[config.mk]
export PLATFORM = sky130hd
export DESIGN_NAME = adder_unit
export DESIGN_NICKNAME = d
export VERILOG_FILES = /design/src/rtl/adder_unit.sv
export SDC_FILE = /design/constraint.sdc
export NUM_CORES = 1
export LEC_CHECK = 0
export ABC_AREA = 1
export CAP_MARGIN = 30
export CORE_MARGIN = 1
export CORE_UTILIZATION = 46
export DETAILED_ROUTE_END_ITERATION = 12
export GPL_ROUTABILITY_DRIVEN = 0
export PLACE_DENSITY_LB_ADDON = 0.05
export RECOVER_POWER = 25
export SLEW_MARGIN = 20
export SYNTH_ARGS = -nofsm -noshare
export SYNTH_HDL_FRONTEND = slang
export SYNTH_SLANG_ARGS = --single-unit
[constraint.sdc]
create_clock -name clk -period 2.75 [get_ports clk]
set_clock_uncertainty 0.2 [all_clocks]
set_input_delay 0.275 -clock clk [delete_from_list [all_inputs] [get_ports clk]]
set_output_delay 0.275 -clock clk [all_outputs]
set_load 0.05 [all_outputs]
[src/rtl/adder_unit.sv]
// ----------------------------------------------------------------------------
// adder_unit
//
// Two-operand BUS_SIZE-bit adder for PC increment and branch-target math.
// It has two output paths:
//    - A zero-latency combinational sum with unsigned carry and signed
//      overflow flags.
//    - A one-stage registered copy of the same results, qualified by
//      out_valid, for timing-critical consumers.
//
// Build option: ADDER_SAT_EN
//    - Defined: the registered sum saturates to all-ones on unsigned carry.
//      carry_q and overflow_q still report the raw flags, and the
//      combinational sum always wraps.
//    - Undefined (default): the registered sum is the wrapped sum.
//
// Ports:
//    clk         in   1          rising-edge clock (registered path only)
//    rst_n       in   1          asynchronous active-low reset
//    a           in   BUS_SIZE   operand A (unsigned or two's complement)
//    b           in   BUS_SIZE   operand B
//    in_valid    in   1          qualifies a/b for the registered path
//    sum         out  BUS_SIZE   combinational a+b, modulo 2^BUS_SIZE
//    carry       out  1          combinational unsigned carry-out
//    overflow    out  1          combinational signed overflow
//    sum_q       out  BUS_SIZE   registered sum (saturating with ADDER_SAT_EN)
//    carry_q     out  1          registered carry
//    overflow_q  out  1          registered overflow
//    out_valid   out  1          registered in_valid
// ----------------------------------------------------------------------------
module adder_unit #(
   parameter int BUS_SIZE = 32
) (
   input  logic                clk,
   input  logic                rst_n,
   input  logic [BUS_SIZE-1:0] a,
   input  logic [BUS_SIZE-1:0] b,
   input  logic                in_valid,
   output logic [BUS_SIZE-1:0] sum,
   output logic                carry,
   output logic                overflow,
   output logic [BUS_SIZE-1:0] sum_q,
   output logic                carry_q,
   output logic                overflow_q,
   output logic                out_valid
);

   localparam int MSB = BUS_SIZE - 1;

   logic [BUS_SIZE:0]   full_sum;
   logic [BUS_SIZE-1:0] sum_d;
   logic                carry_d;
   logic                overflow_d;
   logic                out_valid_d;

   // One extra bit of width so the carry-out falls out of the add directly.
   assign full_sum = {1'b0, a} + {1'b0, b};
   assign sum      = full_sum[MSB:0];
   assign carry    = full_sum[BUS_SIZE];
   // Signed overflow: operands agree in sign, but the result does not.
   assign overflow = (a[MSB] == b[MSB]) && (sum[MSB] != a[MSB]);

   always_comb begin
      sum_d       = sum_q;
      carry_d     = carry_q;
      overflow_d  = overflow_q;
      out_valid_d = in_valid;
      if (in_valid) begin
`ifdef ADDER_SAT_EN
         sum_d = carry ? {BUS_SIZE{1'b1}} : sum;
`else
         sum_d = sum;
`endif
         carry_d    = carry;
         overflow_d = overflow;
      end
   end

   always_ff @(posedge clk or negedge rst_n) begin
      if (!rst_n) begin
         sum_q      <= '0;
         carry_q    <= 1'b0;
         overflow_q <= 1'b0;
         out_valid  <= 1'b0;
      end else begin
         sum_q      <= sum_d;
         carry_q    <= carry_d;
         overflow_q <= overflow_d;
         out_valid  <= out_valid_d;
      end
   end

endmodule

==> results of run 1 <==
[state kept, by name (all words and copies together) (netlist names)]
register	count
sum_q	32
carry_q	1
out_valid	1
overflow_q	1
[critical path: stages]
cell	delay [ns]
clkdlybuf4s50_1	0.54
ha_4	0.24
nand2_1	0.09
nand2_1	0.13
a21oi_2	0.21
nand2_1	0.11
a21oi_2	0.23
nand2_1	0.10
nand2_1	0.09
nand2_1	0.06
nor2_2	0.16
buf_12	0.15
[how the worst max path moves through the flow]
| stage | start | end | slack (ns) | cells after the start |
|---|---|---|---|---|
| finish | a[20] | overflow | -0.12 | 12 |
| global route | a[20] | overflow | -0.17 | 12 |
| global placement | a[0] | sum[26] | -0.06 | 14 |
| CTS | a[10] | sum[12] | -0.02 | 8 |
| detailed placement | a[0] | sum[26] | -0.15 | 14 |
| floorplan | a[0] | sum[14] | 0.11 | 9 |
[per-layer routing]
metal / routed length, µm / track usage / part of all wire / vias to the layer above
li1: - / - / - / 2264
met1: 5880 / 0.392 / 0.38 / 2302
met2: 7620 / 0.515 / 0.49 / 375
met3: 1250 / 0.0244 / 0.081 / 77
met4: 665 / 0.0995 / 0.043 / 0
met5: 0 / 0 / 0 / -
[what timing repair did]
action | in CTS | in global routing
endpoints found under the hold margin | 35 | 0
pin swaps | 0 | 20
hold buffers | 1 | 0
endpoints found under the setup margin | 15 | 26
resized for setup | 17 | 129
setup buffers | 0 | 6
[where the power goes]
group | total (W) | switching, W | internal [W] | leakage, nW
clock | 0.000467 | 0.000174 | 0.000293 | 0.0612
combinational | 0.00245 | 0.00143 | 0.00101 | 2.93
sequential | 0.000654 | 0.0000504 | 0.000604 | 0.424
[cell type report]
cell class,count,area [µm²]
Multi-Input combinational cell,476,3040
Inverter,76,285
Clock buffer,6,82.6
Sequential cell,35,876
Clock inverter,2,35.0
Fill cell,345,781
Timing Repair Buffer,198,2180
Tap cell,99,124
[kinds of logic (layout without fill, tap and decap cells)]
group | count (synthesis) | in the layout | synth area share
buffers and inverters | 83 | 282 | 0.0878
and+or+nand+nor | 377 | 377 | 0.441
adders and majority gates | 33 | 33 | 0.117
DFF | 35 | 35 | 0.243
xor gates and xnor gates | 14 | 14 | 0.0340
AOI/OAI and AO/OA | 52 | 52 | 0.0777
[layout by cell type, fill, tap and decap left out, drive strengths merged]
master	count
inv	75
ha	32
nand2	256
a21o	2
nor2	44
buf	94
dlygate4sd3	1
clkbuf	8
o21bai	6
dfrtp	35
xor2	14
a21oi	33
nand4	10
or2	1
fa	1
nor3	7
and2	15
clkinv	2
nand3b	5
nand3	39
dlymetal6s2s	20
bufinv	1
clkdlybuf4s50	81
o21ai	11
[stage by stage]
step,std cells,TNS [ns]
5_1_grt,892,-1.40
6_report,892,-0.606
3_3_place_gp,877,-0.150
2_1_floorplan,594,0
3_5_place_dp,877,-0.705
4_1_cts,886,-0.0248
==> results.md, run 1 <==
- Sequential share of the synthesized area: 0.243
- Initial DRC Count: 343
- CTS tree: done
- Final setup margin: -0.123 ns
- Total power: 0.00357 W
- Wire length per cell: around 17 µm
- Total track usage: 0.298
- Clock Pin Slew Worst Setup and Hold Paths: about 0.07 ns
- Final period util: 1.04
- Reg2reg setup slack: about 1.9 ns
- Worst hold start: a[0]
- CP Max Fanout: 4
- Die W: 90.6 µm
- Final instance area: about 6600 µm²
- Worst Path Required: between 2 and 2.5 ns
- Slew of the pin with the lowest slew margin: ~1.8 ns
- Clock sink total: 35
- Synth area leaders: nand2_1 26%, dfrtp_1 24%, ha_1 11%
- Via count: approximately 5000
- Synth Warn #: 0
- Maximum vdd drop: between 0.3 and 0.4 mV
- Max frequency: roughly 350 MHz
- Die height: about 91 µm
- # DRC: 0
- Die Area: between 8000 and 9000 µm²
- Top-area cell type share of the netlist area: 0.262
- Crit path time final: 2.87 ns
- Failing checks: max-capacitance violations, max-slew violations, negative setup slack
- Core area: 7410 µm²
- Final setup viols: 10
- Count leader, synth: nand2_1
- Hold Path Stages: 4
- Count of cell types in the netlist: 25
- Diodes inserted: 0
- Type of origin of the critical path: primary input
- Initial Util: 0.487
- Worst R2R Start: sum_q[9]
- Placed Area: approximately 5800 µm²
- IO Port Bufs: 135
- Gr ovfl total: 0
- Hold endpoint: sum_q[0]
- Clock root buffer: clkbuf_8
- Avg Cell Area, Syn: 6.07 µm²
- Yosys reg bits: 35
- CTS H-tree lvls: 2
- DP Wirelength: around 10 mm
- Outcome: finished with violations
- Number of flops mapped to enable cells by yosys: 0
- CTS Buf Count: 5
- Top_reg_cell synth: dfrtp_1
- Antenna violations before repair: 0
- Setup WS pre-CTS: -0.147 ns
- NumNets Final: ~890
- Worst-skew pair later-pin latency: about 0.28 ns
- Syn nets: a little under 700
- Cell count after synthesis: just under 600
- Layout area overhead: 83.7%
- Vias in the first global route: 4345
- Num rows: 31
- Max-cap viol count: 1
- Leakage: between 3 and 4 nW
- Power Dens Cells: between 500 and 600 nW/µm²
- Worst endpoint data arrival time: ~2.4 ns
- FF-to-FF path depth: 2
- Share of post-route cells with drive strength above 1: 0.279
- Final hold vios: 0
- DRT Pass-1 Iters: 5
- Synthesized cell area: 3610 µm²
- Largest net degree at the start of global routing: 36
- RSZ-0062 raised after global routing: true
- Cell accounting for the most synthesized area: nand2_1
- Clock buffer depth: 2
- Via density per instance: between 5 and 6
- First-pass GRT wire length: 19.9 mm
- Commonest cells in the netlist: 252 x nand2_1, 75 x inv_1, 44 x nor2_1
- WL final: 15.4 mm
- Worst rel slew slack: -0.177
- Hold WS: between 0.15 and 0.2 ns
- # IOs: approximately 140
- Layout Utilization: 0.895
- Antenna Violating Nets Remaining: 0
- Pins Over Slew Limit: 36
- Setup Crit Path Kind: primary input to output pin
- Asr flop ratio synth: 1.00
- Worst hold path type: primary input to flip-flop
- R2r endpoint: sum_q[9]
- CP Capture Type: output pin
Note: power is estimated with default switching activity, not from simulation.
==> run 2, diff against run 1 <==
--- a/config.mk
+++ b/config.mk
@@ -13,6 +13,7 @@
 export GPL_ROUTABILITY_DRIVEN = 0
 export PLACE_DENSITY_LB_ADDON = 0.05
 export RECOVER_POWER = 25
+export SKIP_LAST_GASP = 1
 export SLEW_MARGIN = 20
 export SYNTH_ARGS = -nofsm -noshare
 export SYNTH_HDL_FRONTEND = slang
==> run 2 against run 1 <==
Against the previous run:
- the flow still finishes with violations (max-capacitance violations, max-slew violations, negative setup slack)
- via count rose by 0.26%
- final area down 0.19%
- sequential power barely moved
- critical path depth stayed put
- count of clock-buffer cells in the layout did not move
- sequential share of layout area barely moved
- total power is 0.11% lower
- largest cell class unchanged
- fmax is 0.70% lower
- wire length decreased by 0.19%
- combinational power is essentially flat
- setup slack lost 0.020 ns
- global-route usage is the same
==> results.md, run 2 (same netlist as run 1, synthesis figures left out) <==
- Type of origin of the critical path: primary input (unchanged)
- First-pass GRT wire length: 19.9 mm (unchanged)
- Worst Path Required: 2.28 ns (about the same)
- Share of post-route cells with drive strength above 1: 0.277 (was 0.279)
- Hold Path Stages: 4 (unchanged)
- Final setup viols: 8 (was 10)
- Final period util: 1.05 (was 1.04)
- Largest net degree at the start of global routing: 36 (unchanged)
- Diodes inserted: 0 (unchanged)
- Most flops, register: sum_q (unchanged)
- Layout area overhead: 83.4% (was 83.7%)
- Clock Pin Slew Worst Setup and Hold Paths: 0.07 ns (about the same)
- CP Capture Type: output pin (unchanged)
- Clock buffer depth: 2 (unchanged)
- Final instance area: 6620 µm² (was 6630 µm²)
- Worst rel slew slack: -0.174 (was -0.177)
- Final hold vios: 0 (unchanged)
- Leakage: 3.42 nW (about the same)
- Via count: 5031 (was 5018)
- IO Port Bufs: 135 (unchanged)
- M3 GR Usage: 0.0244 (unchanged)
- Final setup margin: -0.143 ns (was -0.123 ns)
- Antenna Violating Nets Remaining: 0 (unchanged)
- Reg power frac: 0.183 (about the same)
- Total track usage: 0.298 (unchanged)
- Commonest cells after routing, fill and taps aside: 232 x nand2_1, 81 x clkdlybuf4s50_1, 74 x inv_1 (unchanged)
- DRT Pass-1 Iters: 6 (was 5)
- # DRC: 0 (unchanged)
- Worst-skew pair later-pin latency: 0.28 ns (about the same)
- Number of flip-flops in the largest register: 32 (unchanged)
- Slew of the pin with the lowest slew margin: 1.76 ns (was 1.77 ns)
- Placed Area: 5780 µm² (unchanged)
- R2r endpoint: sum_q[27] (was sum_q[9])
- Clock share of power: 0.131 (about the same)
- Sw power: 0.00165 W (was 0.00166 W)
- Most common cell after layout, fill and taps aside: nand2_1 (unchanged)
- Logic pwr share: 0.686 (about the same)
- RSZ-0062 raised after global routing: true (unchanged)
- NumNets Final: 892 (unchanged)
- Initial Util: 0.487 (unchanged)
- Num rows: 31 (unchanged)
- Wire length per cell: 17.3 µm (about the same)
- Failing checks: max-capacitance violations, max-slew violations, negative setup slack (unchanged)
- FF-to-FF path depth: 2 (unchanged)
- Finished Layout Cells: 892 (unchanged)
- Via density per instance: 5.64 (was 5.63)
- Fillers: 348 (was 345)
- Met2 usage: 0.515 (unchanged)
- Max frequency: 346 MHz (was 348 MHz)
- Reg2reg setup slack: 1.91 ns (about the same)
- Clock sink total: 35 (unchanged)
- Max-cap viol count: 1 (unchanged)
- Worst R2R Start: sum_q[27] (was sum_q[9])
- Hold endpoint: sum_q[0] (unchanged)
- # IOs: 136 (unchanged)
- Post-Place Cells: 877 (unchanged)
- CTS Buf Count: 5 (unchanged)
- Worst endpoint data arrival time: 2.42 ns (was 2.40 ns)
- Worst hold path type: primary input to flip-flop (unchanged)
- Switching share of power: 0.464 (about the same)
- Met1 usage: 0.392 (unchanged)
- CP Max Fanout: 4 (unchanged)
- CTS H-tree lvls: 2 (unchanged)
- Die height: 90.6 µm (unchanged)
- Outcome: finished with violations (unchanged)
- Die W: 90.6 µm (unchanged)
- GRT busiest layer: met2 (unchanged)
- Power Dens Cells: 539 nW/µm² (was 538 nW/µm²)
- Pint: 0.00191 W (about the same)
- Setup Crit Path Kind: primary input to output pin (unchanged)
- DP Wirelength: 10.2 mm (unchanged)
- Crit path time final: 2.89 ns (was 2.87 ns)
- Gr ovfl total: 0 (unchanged)
- CTS tree: done (unchanged)
- Clock root buffer: clkbuf_8 (unchanged)
- Initial DRC Count: 492 (was 343)
- Vias in the first global route: 4345 (unchanged)
- Maximum vdd drop: 0.366 mV (was 0.367 mV)
- WL final: 15.4 mm (about the same)
- Worst hold start: a[0] (unchanged)
- Setup WS pre-CTS: -0.147 ns (unchanged)
- Pins Over Slew Limit: 36 (unchanged)
- Core area: 7410 µm² (unchanged)
- Die Area: 8200 µm² (unchanged)
- Antenna violations before repair: 0 (unchanged)
==> run 2: cell count changes in the layout (fill, tap and decap cells not counted) <==
cell	previous run	this run
ha_1	3	4
ha_4	28	27
==> run 2: power by group through the flow <==
stage	Sequential [W]	Combinational (W)	Clock [W]
6_report	0.000654	0.00244	0.000467
5_1_grt	0.000663	0.00254	0.000492
4_1_cts	0.000654	0.00222	0.000472
3_5_place_dp	0.000662	0.00218	0
3_3_place_gp	0.000658	0.00215	0
2_1_floorplan	0.000974	0.000859	0
==> run 2: metrics by stage <==
stage                     hold slack [ns]  utilization  total power [W]  setup TNS (ns)
after floorplan                    -0.221            -          0.00183               0
after global placement              0.173        0.781          0.00281          -0.150
after detailed placement            0.173        0.781          0.00284          -0.705
after CTS                           0.289        0.809          0.00334         -0.0248
after global routing                0.209        0.893          0.00370           -1.31
final                               0.199        0.893          0.00356          -0.418
==> run 2: final cells by class <==
cell class | count | area, µm² | area share
multi-input combinational | 476 | 3030 | 0.458
clock buffer | 6 | 82.6 | 0.0125
tap | 99 | 124 | 0.0187
clock inverter | 2 | 35.0 | 0.00530
sequential | 35 | 876 | 0.132
timing repair buffer | 198 | 2180 | 0.330
inverter | 76 | 285 | 0.0431
==> run 2: how the worst max path moves through the flow <==
stage                     to   from  slack (ns)  cells past startpoint
finish              overflow  a[20]       -0.14                     12
global route        overflow  a[20]       -0.16                     12
CTS                  sum[12]  a[10]       -0.02                      8
detailed placement   sum[26]   a[0]       -0.15                     14
global placement     sum[26]   a[0]       -0.06                     14
floorplan            sum[14]   a[0]        0.11                      9
==> run 2: worst max-delay path, stage by stage <==
cell             delay, ns
clkdlybuf4s50_1       0.55
ha_4                  0.25
nand2_1               0.09
nand2_1               0.13
a21oi_2               0.21
nand2_1               0.11
a21oi_2               0.24
nand2_1               0.10
nand2_1               0.09
nand2_1               0.06
nor2_2                0.16
buf_12                0.15
==> run 2: metal layers <==
layer  up-vias  part of all wire
met3        71             0.078
met2       354              0.50
met5         -                 0
met1      2334              0.38
li1       2272                 -
met4         0             0.038
==> run 2: timing repair <==
action,4_1_cts,5_1_grt
gates resized for setup,17,128
setup endpoints to repair,15,26
hold buffers,1,0
hold endpoints to repair,35,0
pin swaps,0,20
gates cloned,0,0
buffers inserted,0,6
==> RTL edit 1 (config.mk and constraints of run 1) <==
Register the inputs `a`, `b` and `in_valid` before use, without a reset. The logic sees them one clock later. Comments in the files are not updated.
--- a/src/rtl/adder_unit.sv
+++ b/src/rtl/adder_unit.sv
@@ -47,6 +47,16 @@
 
    localparam int MSB = BUS_SIZE - 1;
 
+   logic [BUS_SIZE-1:0] a_q;
+   logic [BUS_SIZE-1:0] b_q;
+   logic in_valid_q;
+
+   always_ff @(posedge clk) begin
+      a_q        <= a;
+      b_q        <= b;
+      in_valid_q <= in_valid;
+   end
+
    logic [BUS_SIZE:0]   full_sum;
    logic [BUS_SIZE-1:0] sum_d;
    logic                carry_d;
@@ -54,18 +64,18 @@
    logic                out_valid_d;
 
    // One extra bit of width so the carry-out falls out of the add directly.
-   assign full_sum = {1'b0, a} + {1'b0, b};
+   assign full_sum = {1'b0, a_q} + {1'b0, b_q};
    assign sum      = full_sum[MSB:0];
    assign carry    = full_sum[BUS_SIZE];
    // Signed overflow: operands agree in sign, but the result does not.
-   assign overflow = (a[MSB] == b[MSB]) && (sum[MSB] != a[MSB]);
+   assign overflow = (a_q[MSB] == b_q[MSB]) && (sum[MSB] != a_q[MSB]);
 
    always_comb begin
       sum_d       = sum_q;
       carry_d     = carry_q;
       overflow_d  = overflow_q;
-      out_valid_d = in_valid;
-      if (in_valid) begin
+      out_valid_d = in_valid_q;
+      if (in_valid_q) begin
 `ifdef ADDER_SAT_EN
          sum_d = carry ? {BUS_SIZE{1'b1}} : sum;
 `else
Check against the original RTL: not equivalent (a bounded check fails within 4 cycles, from zero or initial values and one cycle with rst_n low).
==> RTL edit 1 against run 1 <==
- the flow finishes with violations (setup timing)
- worst setup slack gained 0.061 ns
- area after synthesis is 37% higher
- clock power increased by 100%
- wire length shrank 10%
- power grew 35%
- maximum frequency grew 2.2%
- synthesized cell count up 11%
- cell count increased by 6.4%
- sequential cell count grew 65
- cell area is 15% higher
- critical path type is now reg2out
==> RTL edit 1: results (changes against run 1) <==
[status]
outcome=finished, violations left
violations_in_the_final_reports=setup timing

[drt]
routed-via-count=4870  ; -2.9%
wl_per_cell_um=14.57  ; -16%
drtIter0Drc=319  ; -7.0%

[global_routing]
globalRouteMet2Util_pct=38.94  ; -13 points
grt_use_total_pct=23.99  ; -5.9 points
grt_util_met3_pct=3.711  ; +1.3 points
wire_length_of_the_first_global_routing_pass_mm=20.91  ; +5.3%
groute.layer.met1.usage_pct=32.54  ; -6.7 points
vias_in_the_first_global_route=4542  ; +4.5%

[worst_hold_path]
worstHoldEndpoint=b_q[14]$_DFF_P_
hold_start=b[14]
worst_hold_path.num_cells=1  ; -3

[setup_path]
timing.critical_path.to=sum[29]
ff2ff_setup_slack_ns=0.53  ; -1.38 ns
critPathMaxStageDelay_ns=0.38  ; -0.16 ns
worstReg2RegStart=b_q[5]$_DFF_P_
critPathMaxFanout=5  ; +1
worst_r2r_endpoint=sum_q[11]$_DFFE_PN0P_
worstPathArrival_ns=2.34  ; -0.06 ns
slowest_stage=ha_2

[timing]
timing_worst_slew_pin_value_ns=0.7566  ; -1.008 ns
setup_ws_ns=-0.06217  ; +0.06060 ns
minimum_hold_slack_ns=0.1473  ; -0.05232 ns
finalSetupViolCount=1  ; -9

[placement]
postPlaceCellArea_sq_um=6695  ; +16%
hpwlAfterDp_mm=10.24  ; +0.71%
place_ws_ns=0.1695  ; +0.3167 ns
cell_total_after_placement=925  ; +5.5%

[yosys]
synth.top_cell.area_share_pct=26.32  ; +0.093 points
synth_sequential_area_ratio_pct=44.03  ; +20 points
yosys-top-cells-count=nand2_1 (245), inv_1 (75), dfxtp_1 (65)
synth-main-ff-cell=dfxtp_1
synth_area_per_cell_sq_um=7.492  ; +23%
synthDistinctLibCells=29  ; +16%
async_set_reset_flop_share_out_of_synthesis_pct=35.00  ; -65 points

[cells_and_area]
nNetsFinal=908  ; +1.8%
final.fill_count=828  ; +140%
drive_above_1_share_pct=23.62  ; -4.3 points

[cts]
clk_pin_slew_worst_paths_ns=0.09  ; +0.02 ns
cts-htree-levels=3  ; +1
clock_insertion_delay_worst_skew_ns=0.37  ; +0.09 ns

[pwr]
vdd_drop_max_mv=0.3435  ; -6.3%
total_power_w=0.004825  ; +35%

[RTL edit 1: cell types whose count changed in the layout (fill, tap and decap cells not counted), moves of 6 or more]
cell                    run 1  this run
dfxtp_1                     0        60
buf_4                      62        13
dlygate4sd3_1               1        49
clkdlybuf4s50_1            81        53
nand2_1                   232       222
nand2_2                    23        29
dlymetal6s2s_1             20         0
a21oi_2                    26        19
[RTL edit 1: logic make-up after synthesis]
kind of cell / count (synthesis) / share of synthesized area (%)
compound gates: 52 / 5.668
xor+xnor: 14 / 2.783
fa+ha+maj: 33 / 8.502
buf+inv: 84 / 6.427
flops: 100 / 44.03
simple gates: 377 / 32.59
[RTL edit 1: worst reg2reg max path, cell delays in order (launching register included)]
cell	delay (ns)
dfxtp_2	0.34
ha_4	0.30
nand2_2	0.09
nor2_1	0.11
nand3_1	0.10
nand2_2	0.10
nand2_1	0.09
nand2_2	0.12
buf_4	0.12
xor2_1	0.31
nand2_1	0.18
nand2_1	0.10
[RTL edit 1: where the power goes]
group	internal (W)	switching [W]	total (W)
clock	0.000449	0.000490	0.000939
combinational	0.000876	0.00133	0.00221
sequential	0.00160	0.0000834	0.00168
[RTL edit 1: cell type report]
type,instances,area [sq um],area share (%)
Multi-Input combinational cell,476,3078,40.44
Tap cell,136,170.2,2.236
Clock inverter,5,60.06,0.7891
Inverter,77,289.0,3.797
Timing Repair Buffer,144,1689,22.19
Clock buffer,11,141.4,1.858
Sequential cell,100,2183,28.69
[RTL edit 1: routing by layer]
layer	up-vias	part of all wire (%)
li1	2376	-
met4	0	2.4
met3	38	7.8
met1	2238	44
met5	-	0
met2	218	46
[RTL edit 1: repair_timing]
action	CTS	global route
buffers inserted	1	5
resized for setup	39	106
hold buffers	1	0
hold endpoints to repair	35	0
pin swaps	4	18
setup endpoints to repair	22	25
==> RTL edit 2 (config.mk and constraints of run 1) <==
Without the edit above. The parameter `BUS_SIZE` goes from 32 to 128.
--- a/src/rtl/adder_unit.sv
+++ b/src/rtl/adder_unit.sv
@@ -29,7 +29,7 @@
 //    out_valid   out  1          registered in_valid
 // ----------------------------------------------------------------------------
 module adder_unit #(
-   parameter int BUS_SIZE = 32
+   parameter int BUS_SIZE = 128
 ) (
    input  logic                clk,
    input  logic                rst_n,
Interface: changed (resized a, b, sum and sum_q); port bits go from 136 to 520. No check against the original RTL was run, so the function may have changed too.
==> RTL edit 2 against run 1 <==
- area after synthesis rose to 5.1 times the old value
- the run now fails in clock tree synthesis
==> RTL edit 2: results (changes against run 1) <==
[yosys]
async_set_reset_flop_share_out_of_synthesis_pct=100.0  ; unchanged
synth-main-ff-cell=dfrtp_1
yosys-top-cells-count=nand2_1 (1398), inv_1 (592), nor2_1 (308)
synthesis.nets=3733  ; +440%
synth_area_per_cell_sq_um=5.449  ; -10%
synth_sequential_area_ratio_pct=17.99  ; -6.3 points
ys_top_cells_by_area=nand2_1 (29%), dfrtp_1 (18%), inv_1 (12%)
synthDistinctLibCells=37  ; +48%
synth.yosys.warnings=0  ; unchanged

[cts]
cts.repair.resized=2659  ; +2642
clock_path_buffers=2  ; unchanged
cts_made_buffers=17  ; +12
postCtsSetupRepairBufs=255  ; +255
cts-htree-levels=4  ; +2
cts_root_buffer=clkbuf_16
cts-hold-fix-buffers=2  ; +1
numClockSinks=131  ; +270%

[status]
firstError=[ERROR DPL-0038] Utilization greater than 100%, impossible to legalize
last-stage-reached=clock tree synthesis
outcome=aborted with a tool error

[placement]
cell_total_after_placement=4856  ; +450%
buffer_ports.inserted=519  ; +280%
hpwlAfterDp_mm=79.86  ; +690%

## RTL edit 2: changes by cell type after synthesis, moves of 127 or more
| cell | run 1 | this run |
|---|---|---|
| nand3_1 | 37 | 164 |
| nand2_1 | 252 | 1398 |
| inv_1 | 75 | 592 |
| nor2_1 | 44 | 308 |
| a21oi_1 | 33 | 177 |
## RTL edit 2: metrics by stage
stage	worst slack [ns]	cell area (sq um)
after floorplan	-0.04044	18390
after global placement	-0.9108	29220
after detailed placement	-0.8957	29220
## RTL edit 2: cell families after synthesis
| group | Yosys count | share of synthesized area [%] |
|---|---|---|
| flip-flops | 131 | 17.99 |
| buffers and inverters | 629 | 12.99 |
| AND/OR/NAND/NOR | 2092 | 47.88 |
| adder cells (fa/ha/maj) | 129 | 8.897 |
| XOR/XNOR | 62 | 3.391 |
| AO/OA/AOI/OAI | 302 | 8.863 |
